===== src/rtl/exec_ctrl_pkg.sv =====
// Shared definitions for the execution controller and the core decoder.
package exec_ctrl_pkg;

   typedef enum logic [1:0] {
      ST_IDLE = 2'b00,
      ST_RUN  = 2'b01,
      ST_STEP = 2'b10,
      ST_HALT = 2'b11
   } exec_state_e;

   localparam logic [1:0] OP_JUMP  = 2'b11;
   localparam logic [1:0] JMP_SELF = 2'b11;

   // A jump whose target field selects the current PC spins forever.
   function automatic logic is_self_jump(input logic [7:0] instr);
      return (instr[7:6] == OP_JUMP) && (instr[1:0] == JMP_SELF);
   endfunction

endpackage


===== src/rtl/btn_debounce.sv =====
// Push-button conditioner: 2-flop synchronizer, stability counter, and a
// one-cycle pulse on each accepted rising edge of the debounced level.
module btn_debounce #(
   parameter int unsigned DEBOUNCE_CYCLES = 500_000
) (
   input  logic CLK,
   input  logic reset,
   input  logic btn_i,
   output logic rise_o
);

   localparam int unsigned CW = $clog2(DEBOUNCE_CYCLES + 1);
   localparam logic [CW-1:0] CNT_LAST = CW'(DEBOUNCE_CYCLES - 1);

   logic          sync1_q, sync2_q;
   logic          level_q, level_d;
   logic          rise_q, rise_d;
   logic [CW-1:0] cnt_q, cnt_d;

   // Synchronize the raw button into the clock domain.
   always_ff @(posedge CLK or negedge reset) begin
      if (!reset) begin
         sync1_q <= 1'b0;
         sync2_q <= 1'b0;
      end else begin
         sync1_q <= btn_i;
         sync2_q <= sync1_q;
      end
   end

   // Accept a new level only after it has differed from the old one for
   // DEBOUNCE_CYCLES consecutive cycles; any return to the old level restarts.
   always_comb begin
      level_d = level_q;
      rise_d  = 1'b0;
      cnt_d   = '0;
      if (sync2_q != level_q) begin
         if (cnt_q == CNT_LAST) begin
            level_d = sync2_q;
            rise_d  = sync2_q;
         end else begin
            cnt_d = cnt_q + 1'b1;
         end
      end
   end

   // Debouncer state registers.
   always_ff @(posedge CLK or negedge reset) begin
      if (!reset) begin
         level_q <= 1'b0;
         rise_q  <= 1'b0;
         cnt_q   <= '0;
      end else begin
         level_q <= level_d;
         rise_q  <= rise_d;
         cnt_q   <= cnt_d;
      end
   end

   assign rise_o = rise_q;

endmodule


===== src/rtl/exec_controller.sv =====
// Step sequencer for the 8-bit core: turns run switch, step button and halt
// conditions into a one-cycle step_en pulse per committed instruction.
//
//  state | meaning
//  IDLE  | waiting for run switch or a debounced step press
//  RUN   | tick counter paces one step every TICK_DIV cycles
//  STEP  | single-cycle state carrying one manual step_en
//  HALT  | stopped on breakpoint or self-jump until run switch drops
module exec_controller
   import exec_ctrl_pkg::*;
#(
   parameter int unsigned TICK_DIV        = 50_000_000,
   parameter int unsigned DEBOUNCE_CYCLES = 500_000,
   parameter int unsigned CNT_W           = 16
) (
   input  logic             CLK,
   input  logic             reset,
   input  logic             run_sw,
   input  logic             step_btn,
   input  logic             bp_en,
   input  logic [7:0]       bp_addr,
   input  logic [7:0]       pc,
   input  logic [7:0]       instruction,
   output logic             step_en,
   output logic [1:0]       state,
   output logic             halted,
   output logic             running_led,
   output logic [CNT_W-1:0] instr_count
);

   localparam int unsigned TW = (TICK_DIV > 1) ? $clog2(TICK_DIV) : 1;
   localparam logic [TW-1:0] TICK_LAST = TW'(TICK_DIV - 1);

   exec_state_e      state_q, state_d;
   logic [TW-1:0]    tick_q, tick_d;
   logic             run_s1_q, run_sync_q;
   logic             step_req;
   logic             step_en_q, step_en_d;
   logic             halted_q, halted_d;
   logic             led_q, led_d;
   logic             bp_skip_q, bp_skip_d;
   logic [CNT_W-1:0] cnt_q, cnt_d;
   logic             halt_cond;

   btn_debounce #(
      .DEBOUNCE_CYCLES(DEBOUNCE_CYCLES)
   ) u_step_db (
      .CLK   (CLK),
      .reset (reset),
      .btn_i (step_btn),
      .rise_o(step_req)
   );

   // Synchronize the run switch.
   always_ff @(posedge CLK or negedge reset) begin
      if (!reset) begin
         run_s1_q   <= 1'b0;
         run_sync_q <= 1'b0;
      end else begin
         run_s1_q   <= run_sw;
         run_sync_q <= run_s1_q;
      end
   end

   // bp_skip lets a resume execute the breakpointed instruction once.
   assign halt_cond = (bp_en && (pc == bp_addr) && !bp_skip_q) || is_self_jump(instruction);

   // Next-state and registered-output logic.
   always_comb begin
      state_d   = state_q;
      tick_d    = tick_q;
      step_en_d = 1'b0;
      led_d     = led_q;
      bp_skip_d = bp_skip_q;
      case (state_q)
         ST_IDLE: begin
            if (run_sync_q) begin
               state_d = ST_RUN;
               tick_d  = '0;
            end else if (step_req) begin
               state_d   = ST_STEP;
               step_en_d = 1'b1;
            end
         end
         ST_STEP: state_d = ST_IDLE;
         ST_RUN: begin
            if (!run_sync_q) begin
               state_d = ST_IDLE;
            end else if (tick_q == TICK_LAST) begin
               tick_d = '0;
               if (halt_cond) begin
                  state_d = ST_HALT;
               end else begin
                  step_en_d = 1'b1;
                  led_d     = ~led_q;
               end
            end else begin
               tick_d = tick_q + 1'b1;
            end
         end
         ST_HALT: begin
            if (!run_sync_q) begin
               state_d   = ST_IDLE;
               bp_skip_d = 1'b1;
            end
         end
         default: state_d = ST_IDLE;
      endcase
      if (state_d != ST_RUN) led_d = 1'b0;
      if (step_en_d) bp_skip_d = 1'b0;
      halted_d = (state_d == ST_HALT);
      cnt_d    = (step_en_d && (cnt_q != '1)) ? cnt_q + 1'b1 : cnt_q;
   end

   // State and output registers.
   always_ff @(posedge CLK or negedge reset) begin
      if (!reset) begin
         state_q   <= ST_IDLE;
         tick_q    <= '0;
         step_en_q <= 1'b0;
         halted_q  <= 1'b0;
         led_q     <= 1'b0;
         bp_skip_q <= 1'b0;
         cnt_q     <= '0;
      end else begin
         state_q   <= state_d;
         tick_q    <= tick_d;
         step_en_q <= step_en_d;
         halted_q  <= halted_d;
         led_q     <= led_d;
         bp_skip_q <= bp_skip_d;
         cnt_q     <= cnt_d;
      end
   end

   assign step_en     = step_en_q;
   assign state       = state_q;
   assign halted      = halted_q;
   assign running_led = led_q;
   assign instr_count = cnt_q;

endmodule


===== config.mk =====
export PLATFORM = sky130hd
export DESIGN_NAME = exec_controller
export DESIGN_NICKNAME = d
export VERILOG_FILES = /design/src/rtl/exec_ctrl_pkg.sv /design/src/rtl/btn_debounce.sv /design/src/rtl/exec_controller.sv
export SDC_FILE = /design/constraint.sdc
export NUM_CORES = 1
export LEC_CHECK = 0
export BUFFER_PORTS_ARGS = -buffer_cell sky130_fd_sc_hd__buf_2
export CAP_MARGIN = 0
export CORE_UTILIZATION = 62
export DETAILED_ROUTE_END_ITERATION = 10
export PLACE_DENSITY = 0.85
export SLEW_MARGIN = 20
export SYNTH_ARGS = -nofsm -noshare
export SYNTH_HDL_FRONTEND = slang
export SYNTH_HIERARCHICAL = 1
export SYNTH_SLANG_ARGS = --single-unit

===== constraint.sdc =====
create_clock -name CLK -period 5.1 [get_ports CLK]
set_clock_uncertainty 0.15 [all_clocks]
set_input_delay 1.275 -clock CLK [delete_from_list [all_inputs] [get_ports CLK]]
set_output_delay 1.275 -clock CLK [all_outputs]
set_load 0.01 [all_outputs]

==> results of run 1 <==
-- sequential cells by signal, summed over array words and instances, names as in the netlist --
| name | count |
|---|---|
| state | 2 |
| run_s1_q | 1 |
| u_step_db/sync2_q | 1 |
| u_step_db/cnt_q | 19 |
| u_step_db/level_q | 1 |
| running_led | 1 |
| u_step_db/sync1_q | 1 |
| tick_q | 26 |
| halted | 1 |
| instr_count | 16 |
| u_step_db/rise_o | 1 |
| bp_skip_q | 1 |
| step_en | 1 |
| run_sync_q | 1 |
-- final cells by class --
| class | instances | area [sq um] | share of cell area (%) |
|---|---|---|---|
| Sequential cell | 73 | 1830 | 42.4 |
| Clock inverter | 7 | 119 | 2.76 |
| Timing Repair Buffer | 47 | 243 | 5.63 |
| Clock buffer | 9 | 124 | 2.87 |
| Inverter | 13 | 48.8 | 1.13 |
| Tap cell | 75 | 93.8 | 2.18 |
| Multi-Input combinational cell | 296 | 1860 | 43.1 |
-- how the worst min path moves through the flow --
stage	endpoint	slack, ps
after floorplan	run_sync_q	180
after global placement	u_step_db/sync2_q	180
after detailed placement	u_step_db/sync2_q	210
after CTS	u_step_db/sync2_q	230
after global routing	run_sync_q	240
final	run_sync_q	220
-- per-stage QoR --
stage / worst slack (ps) / hold slack [ps] / std cells / total power, mW
finish: 2200 / 217 / 520 / 1.20
global route: 2130 / 235 / 520 / 1.24
CTS: 2200 / 227 / 520 / 1.21
detailed placement: 1820 / 208 / 504 / 0.661
global placement: 1940 / 184 / 504 / 0.659
floorplan: 2300 / 181 / 397 / 0.632
-- layer usage --
layer | vias to the layer above | GRT usage, % | routed length, um
met5 | - | 0 | 0
met2 | 63 | 46.5 | 4290
met1 | 1573 | 33.3 | 3610
met3 | 14 | 5.45 | 244
met4 | 0 | 11.1 | 142
li1 | 1511 | - | -
-- synth_stat cells (2+ instances only) --
| cell type | n | area share, % |
|---|---|---|
| and3_1 | 10 | 1.6 |
| mux2i_1 | 3 | 0.79 |
| a31oi_1 | 2 | 0.33 |
| o41ai_1 | 2 | 0.46 |
| nor3_1 | 8 | 1.1 |
| and2_1 | 2 | 0.33 |
| or2_2 | 2 | 0.33 |
| a31o_2 | 2 | 0.46 |
| nor4b_1 | 4 | 0.92 |
| nand2_1 | 46 | 4.5 |
| nand4_2 | 3 | 0.99 |
| inv_1 | 13 | 1.3 |
| ha_1 | 3 | 0.99 |
| or3_1 | 4 | 0.66 |
| nor2_1 | 34 | 3.4 |
| nand4_1 | 24 | 3.9 |
| o21ai_0 | 28 | 3.7 |
| nand4b_1 | 3 | 0.69 |
| xor2_1 | 5 | 1.2 |
| clkbuf_1 | 7 | 0.69 |
| nand2b_1 | 2 | 0.33 |
| o31ai_1 | 6 | 1.2 |
| xnor2_1 | 35 | 8.1 |
| mux2_4 | 2 | 0.79 |
| a21o_1 | 2 | 0.39 |
| nand3_1 | 22 | 2.9 |
| clkbuf_2 | 2 | 0.26 |
| nor4_1 | 6 | 0.99 |
| a41oi_1 | 2 | 0.46 |
| a21oi_1 | 12 | 1.6 |
| o22ai_1 | 3 | 0.49 |
| and4_1 | 4 | 0.92 |
| dfrtp_1 | 73 | 48 |
| buf_2 | 3 | 0.39 |
-- report_power, final --
group | switching [mW] | leakage, nW | total [mW] | internal (mW)
Sequential | 0.00846 | 0.999 | 0.593 | 0.585
Combinational | 0.0354 | 0.737 | 0.0570 | 0.0216
Clock | 0.228 | 0.115 | 0.553 | 0.325
-- cell families after synthesis --
kind of cell             Yosys count
multiplexers                       6
AO/OA/AOI/OAI                     65
buffers and inverters             28
adder cells (fa/ha/maj)            3
AND/OR/NAND/NOR                  182
flip-flops                        73
XOR/XNOR                          40
-- worst register-to-register path, cell delays in order, from the launching register on --
cell and delay [ps]:
dfrtp_1 450, or4b_4 550, nor4_4 290, nand4_1 200
o21bai_4 460, nand4_2 150, mux2_4 320
==> metrics.txt, run 1 <==
CP Data Required Time=5200 ps; Critical Path Fanout Max=19; Yosys warnings=6; Synth cell types=52; Routability Congestion=0.870; vias=approximately 3200; RSZ-0062 raised after global routing=no; clk_lat worst skew=between 300 and 400 ps; most common cell after layout, fill and taps aside=dfrtp_1; Seq cells post-synth=73; EDFF count, synth=0; crit-path max cell delay=around 600 ps; post-CTS setup buffers=0; diodes inserted=0; Hold Path Depth=0; Synth Area in XOR/XNOR=a little under a tenth; DP Area=4070 sq um; Worst R2R Start=tick_q[9]; hold crit path type=reg -> reg; I/O Pins=50; Finished Cell Area=~4300 sq um; Max Clk Rate=between 300 and 400 MHz; Max clock buf depth=2; Die Width=80.4 um; status=complete, no violations; Core Area=around 5900 sq um; GRT Resource Usage Total=27.2%; post-synthesis mux area share=under 10%; Layout Area Growth over Synthesis=13.3%; Slew headroom=about two fifths; Buf+Inv Stages, Crit Path=1; initial core utilization=approximately 64%; CTS Sinks=73; number of hold buffers added after CTS=0; Worst Setup Start Kind=input port; CTS tree=yes; Setup crit start=bp_addr[1]; Max Slew Vio Count=0; max cap viols=0; layout cells sized above 1=~18%; Worst Max-Slew Pin Slew=roughly 890 ps; # H-tree levels=3; Hold Crit Start=run_s1_q; Tmin final=between 2000 and 3000 ps; vias per cell=roughly 6.1; Die Y=80.4 um; kind of critical path=in -> reg; drt pass-1 iters=4; sequential fraction of the synthesis area=between 40 and 50%; crit-path leading delay family=compound AO/OA/AOI/OAI gates; Syn Nets=~430; drt drc=0; vias in the first global route=between 2000 and 3000; Final Hold Vio Count=0; setup violators final=0; grt total ovfl=0; Row Count=28; Antenna Nets Post-Route=0; initial antenna violation count=0; CP Capture Type=flip-flop; critical path endpoint=instr_count[1]; Levels on crit path=7; Mapped Cells=roughly 400; Port Buffer Count=45; critical-path cell list=buf_2 > xnor2_1 > nand3_1 > o31ai_1 > o21bai_4 > nand2_2 > mux2_4; largest family of logic cells by synthesized area=simple AND/OR/NAND/NOR gates; die footprint=6460 sq um; R2R depth=6; Root Buffer=clkbuf_8; R2R Path End=instr_count[15]; Setup Total Neg Slack=0 ps; Clk pin slew, worst setup/hold paths=90 ps; ys async rst share=100%; Num CTS Buffers=9; Core Util, Final=72.8%; Syn Std Cell Area=between 3000 and 4000 sq um; Most used DFF post-synth=dfrtp_1; Avg Cell Area, Syn=between 9 and 10 sq um; R2R Setup Slk=around 2400 ps; DRT iter0 DRCs=around 180; fill count=roughly 440; most frequent cells in the layout=73 x dfrtp_1, 46 x nand2_1, 44 x buf_2, 35 x xnor2_1, 34 x nor2_1; Compound-Gate Fraction of Synth Area=10.9%; fin nets=472; period utilisation layout=between 50 and 60%; Synth Area in Simple Gates=25.8%; Post-Route WL=8300 um; total power per unit cell area=between 200 and 300 nW/um^2; largest net degree at the start of global routing=48; first-pass GRT wire length=roughly 13000 um; VDD IR-drop max=about 210 uV; Synth Area in Adders=0.986%; post-CTS resize count=0; critical path's slowest cell=o31ai_1; WL per Instance=around 16 um; Leak=roughly 1.9 nW; WP data arrival=roughly 3000 ps; post-DP HPWL=5550 um
Power figures use the tool's default switching activity.
==> run 2, diff against run 1 <==
Settings changed: CORE_UTILIZATION 62 to 58, PLACE_DENSITY 0.85 to 0.8.
Clock period 5.1 ns to 2.69 ns, I/O delays scaled along.
==> run 2 against run 1 <==
Net effect:
- total power up 70%
- via count is 2.7% lower
- largest power group unchanged
- combinational power increased by 100%
- die area increased by 6.7%
- critical path depth stayed put
- clock power increased by 47%
- sequential share of layout area down 0.34 points
- critical path type is now reg -> reg
- non-clock buffer count up 11
- sequential power rose by 89%
- utilization decreased by 4.4 points
- cell area increased by 0.81%
- wire length is 8.1% lower
==> metrics.txt, run 2 (same netlist as run 1, synthesis figures left out) <==
initial core utilization=59.9% (-4.3 points); largest net degree at the start of global routing=26 (-46%); post-CTS resize count=0 (unchanged); Setup Total Neg Slack=0 ps (unchanged); CP Capture Type=flip-flop; first-pass GRT wire length=13100 um (-1.7%); Core Area=6350 sq um (+7.2%); kind of critical path=reg -> reg; CP Data Required Time=2770 ps (-2430 ps); WL per Instance=14.4 um (-10%); number of hold buffers added after CTS=0 (unchanged); post-DP HPWL=5430 um (-2.1%); switching power=0.478 mW (+76%); initial antenna violation count=0 (unchanged); CTS Sinks=73 (unchanged); drt drc=0 (unchanged); Antenna Nets Post-Route=0 (unchanged); Logic pwr share=5.6% (+0.9 points); vias per cell=5.79 (-4.7%); most frequent cells in the layout=73 x dfrtp_1, 46 x nand2_1, 45 x buf_2, 35 x xnor2_1, 34 x nor2_1; I/O Pins=50 (unchanged); vias=3076 (-2.7%); RSZ-0062 raised after global routing=no; period utilisation layout=93.9%; total power per unit cell area=472 nW/um^2 (+69%); Core Util, Final=68.5% (-4.4 points); Die Width=83.0 um (+3.3%); critical path's slowest cell=or4b_4; max reg flops=26 (unchanged); Cell Int Power=1.57 mW (+69%); Leak=1.88 nW (+1.7%); Clk pin slew, worst setup/hold paths=80 ps (about the same); Layout Area Growth over Synthesis=14.2%; clk_lat worst skew=350 ps (about the same); Max Slew Vio Count=0 (unchanged); hold slack=77.8 ps (-140 ps); vias in the first global route=3038 (+2.8%); most common cell after layout, fill and taps aside=dfrtp_1; max cap viols=0 (unchanged); drt pass-1 iters=4 (unchanged); Row Count=29 (+3.6%); Max clock buf depth=2 (unchanged); critical-path cell list=or4b_4 > nor4_4 > nand4_1 > o21bai_4 > buf_4 > nand4b_1 > xnor2_1; Final Hold Vio Count=0 (unchanged); post-CTS setup buffers=0 (unchanged); WP data arrival=2610 ps (-390 ps); Tmin final=~2500 ps; VDD IR-drop max=417 uV (+96%); fin nets=483 (+2.3%); # H-tree levels=3 (unchanged); Post-Route WL=7630 um (-8.1%); Max Clk Rate=396 MHz; diodes inserted=0 (unchanged); Worst Setup Start Kind=flip-flop; Num CTS Buffers=9 (unchanged); Critical Path Fanout Max=11 (-8); Worst Max-Slew Pin Slew=727 ps (-166 ps); layout cells sized above 1=20.0% (+1.6 points); Switching Share=23.3% (+0.69 points); Die Y=83.0 um (+3.3%); crit-path max cell delay=570 ps (-30 ps); clock share of power=39.6% (-6.3 points); Root Buffer=clkbuf_8; sequential power share=54.8% (+5.5 points); CTS tree=yes; hold crit path type=in -> async; status=complete, no violations; Routability Congestion=0.862 (-0.86%); setup violators final=0 (unchanged); Port Buffer Count=45 (unchanged); die footprint=6890 sq um (+6.7%); Slew headroom=51.5% (+12 points); grt total ovfl=0 (unchanged); Biggest register=tick_q; GRT Resource Usage Total=23.4% (-3.8 points); DRT iter0 DRCs=122 (-32%)
run 2: changes by cell type in the layout (fill, tap and decap cells not counted):
cell,change
buf_12,+1
bufinv_16,-2
buf_2,+1
buf_4,+9
run 2: worst paths after layout:
path	to	cells after the start	startpoint	slack (ps)
worst max-delay path	instr_count[5]	7	tick_q[8]	160
worst min-delay path	tick_q[18]	1	reset	80
worst max register to register	instr_count[5]	7	tick_q[8]	160
worst min register to register	u_step_db/sync2_q	0	u_step_db/sync1_q	200
max in group asynchronous	u_step_db/cnt_q[9]	2	reset	1680
min in group CLK	u_step_db/sync2_q	0	u_step_db/sync1_q	200
run 2: stage by stage:
stage	setup WS (ps)	std cells	power, mW	area, sq um
3_3_place_gp	213	517	1.26	4160
5_1_grt	41.2	531	2.13	4350
6_report	165	531	2.05	4350
2_1_floorplan	364	397	1.20	3810
3_5_place_dp	117	517	1.26	4160
4_1_cts	154	531	2.07	4350
run 2: critical path, delay by kind of cell (launching register included):
family | cells | cell delay, ps
flip-flops | 1 | 430
buffers and inverters | 1 | 200
AO/OA/AOI/OAI | 1 | 340
XOR/XNOR | 1 | 160
AND/OR/NAND/NOR | 4 | 1140
run 2: layout make-up:
| class | count | area [sq um] |
|---|---|---|
| fill | 487 | 2000 |
| multi-input combinational | 296 | 1860 |
| sequential | 73 | 1830 |
| timing repair buffer | 58 | 335 |
| clock buffer | 9 | 124 |
| tap | 77 | 96.3 |
| clock inverter | 5 | 58.8 |
| inverter | 13 | 48.8 |
run 2: power by group through the flow:
stage               logic, mW  clock network [mW]  registers (mW)
floorplan              0.0563                   0            1.14
global placement        0.111                   0            1.14
detailed placement      0.116                   0            1.14
CTS                     0.117               0.834            1.12
global route            0.129               0.873            1.13
finish                  0.115               0.811            1.12
run 2: metal layers:
metal	part of all wire (%)	vias to the layer above	routed length [um]	track usage [%]
li1	-	1529	-	-
met1	46	1486	3480	29.0
met2	50	51	3790	39.4
met3	3.3	10	254	6.86
met4	1.4	0	109	7.37
met5	0	-	0	0
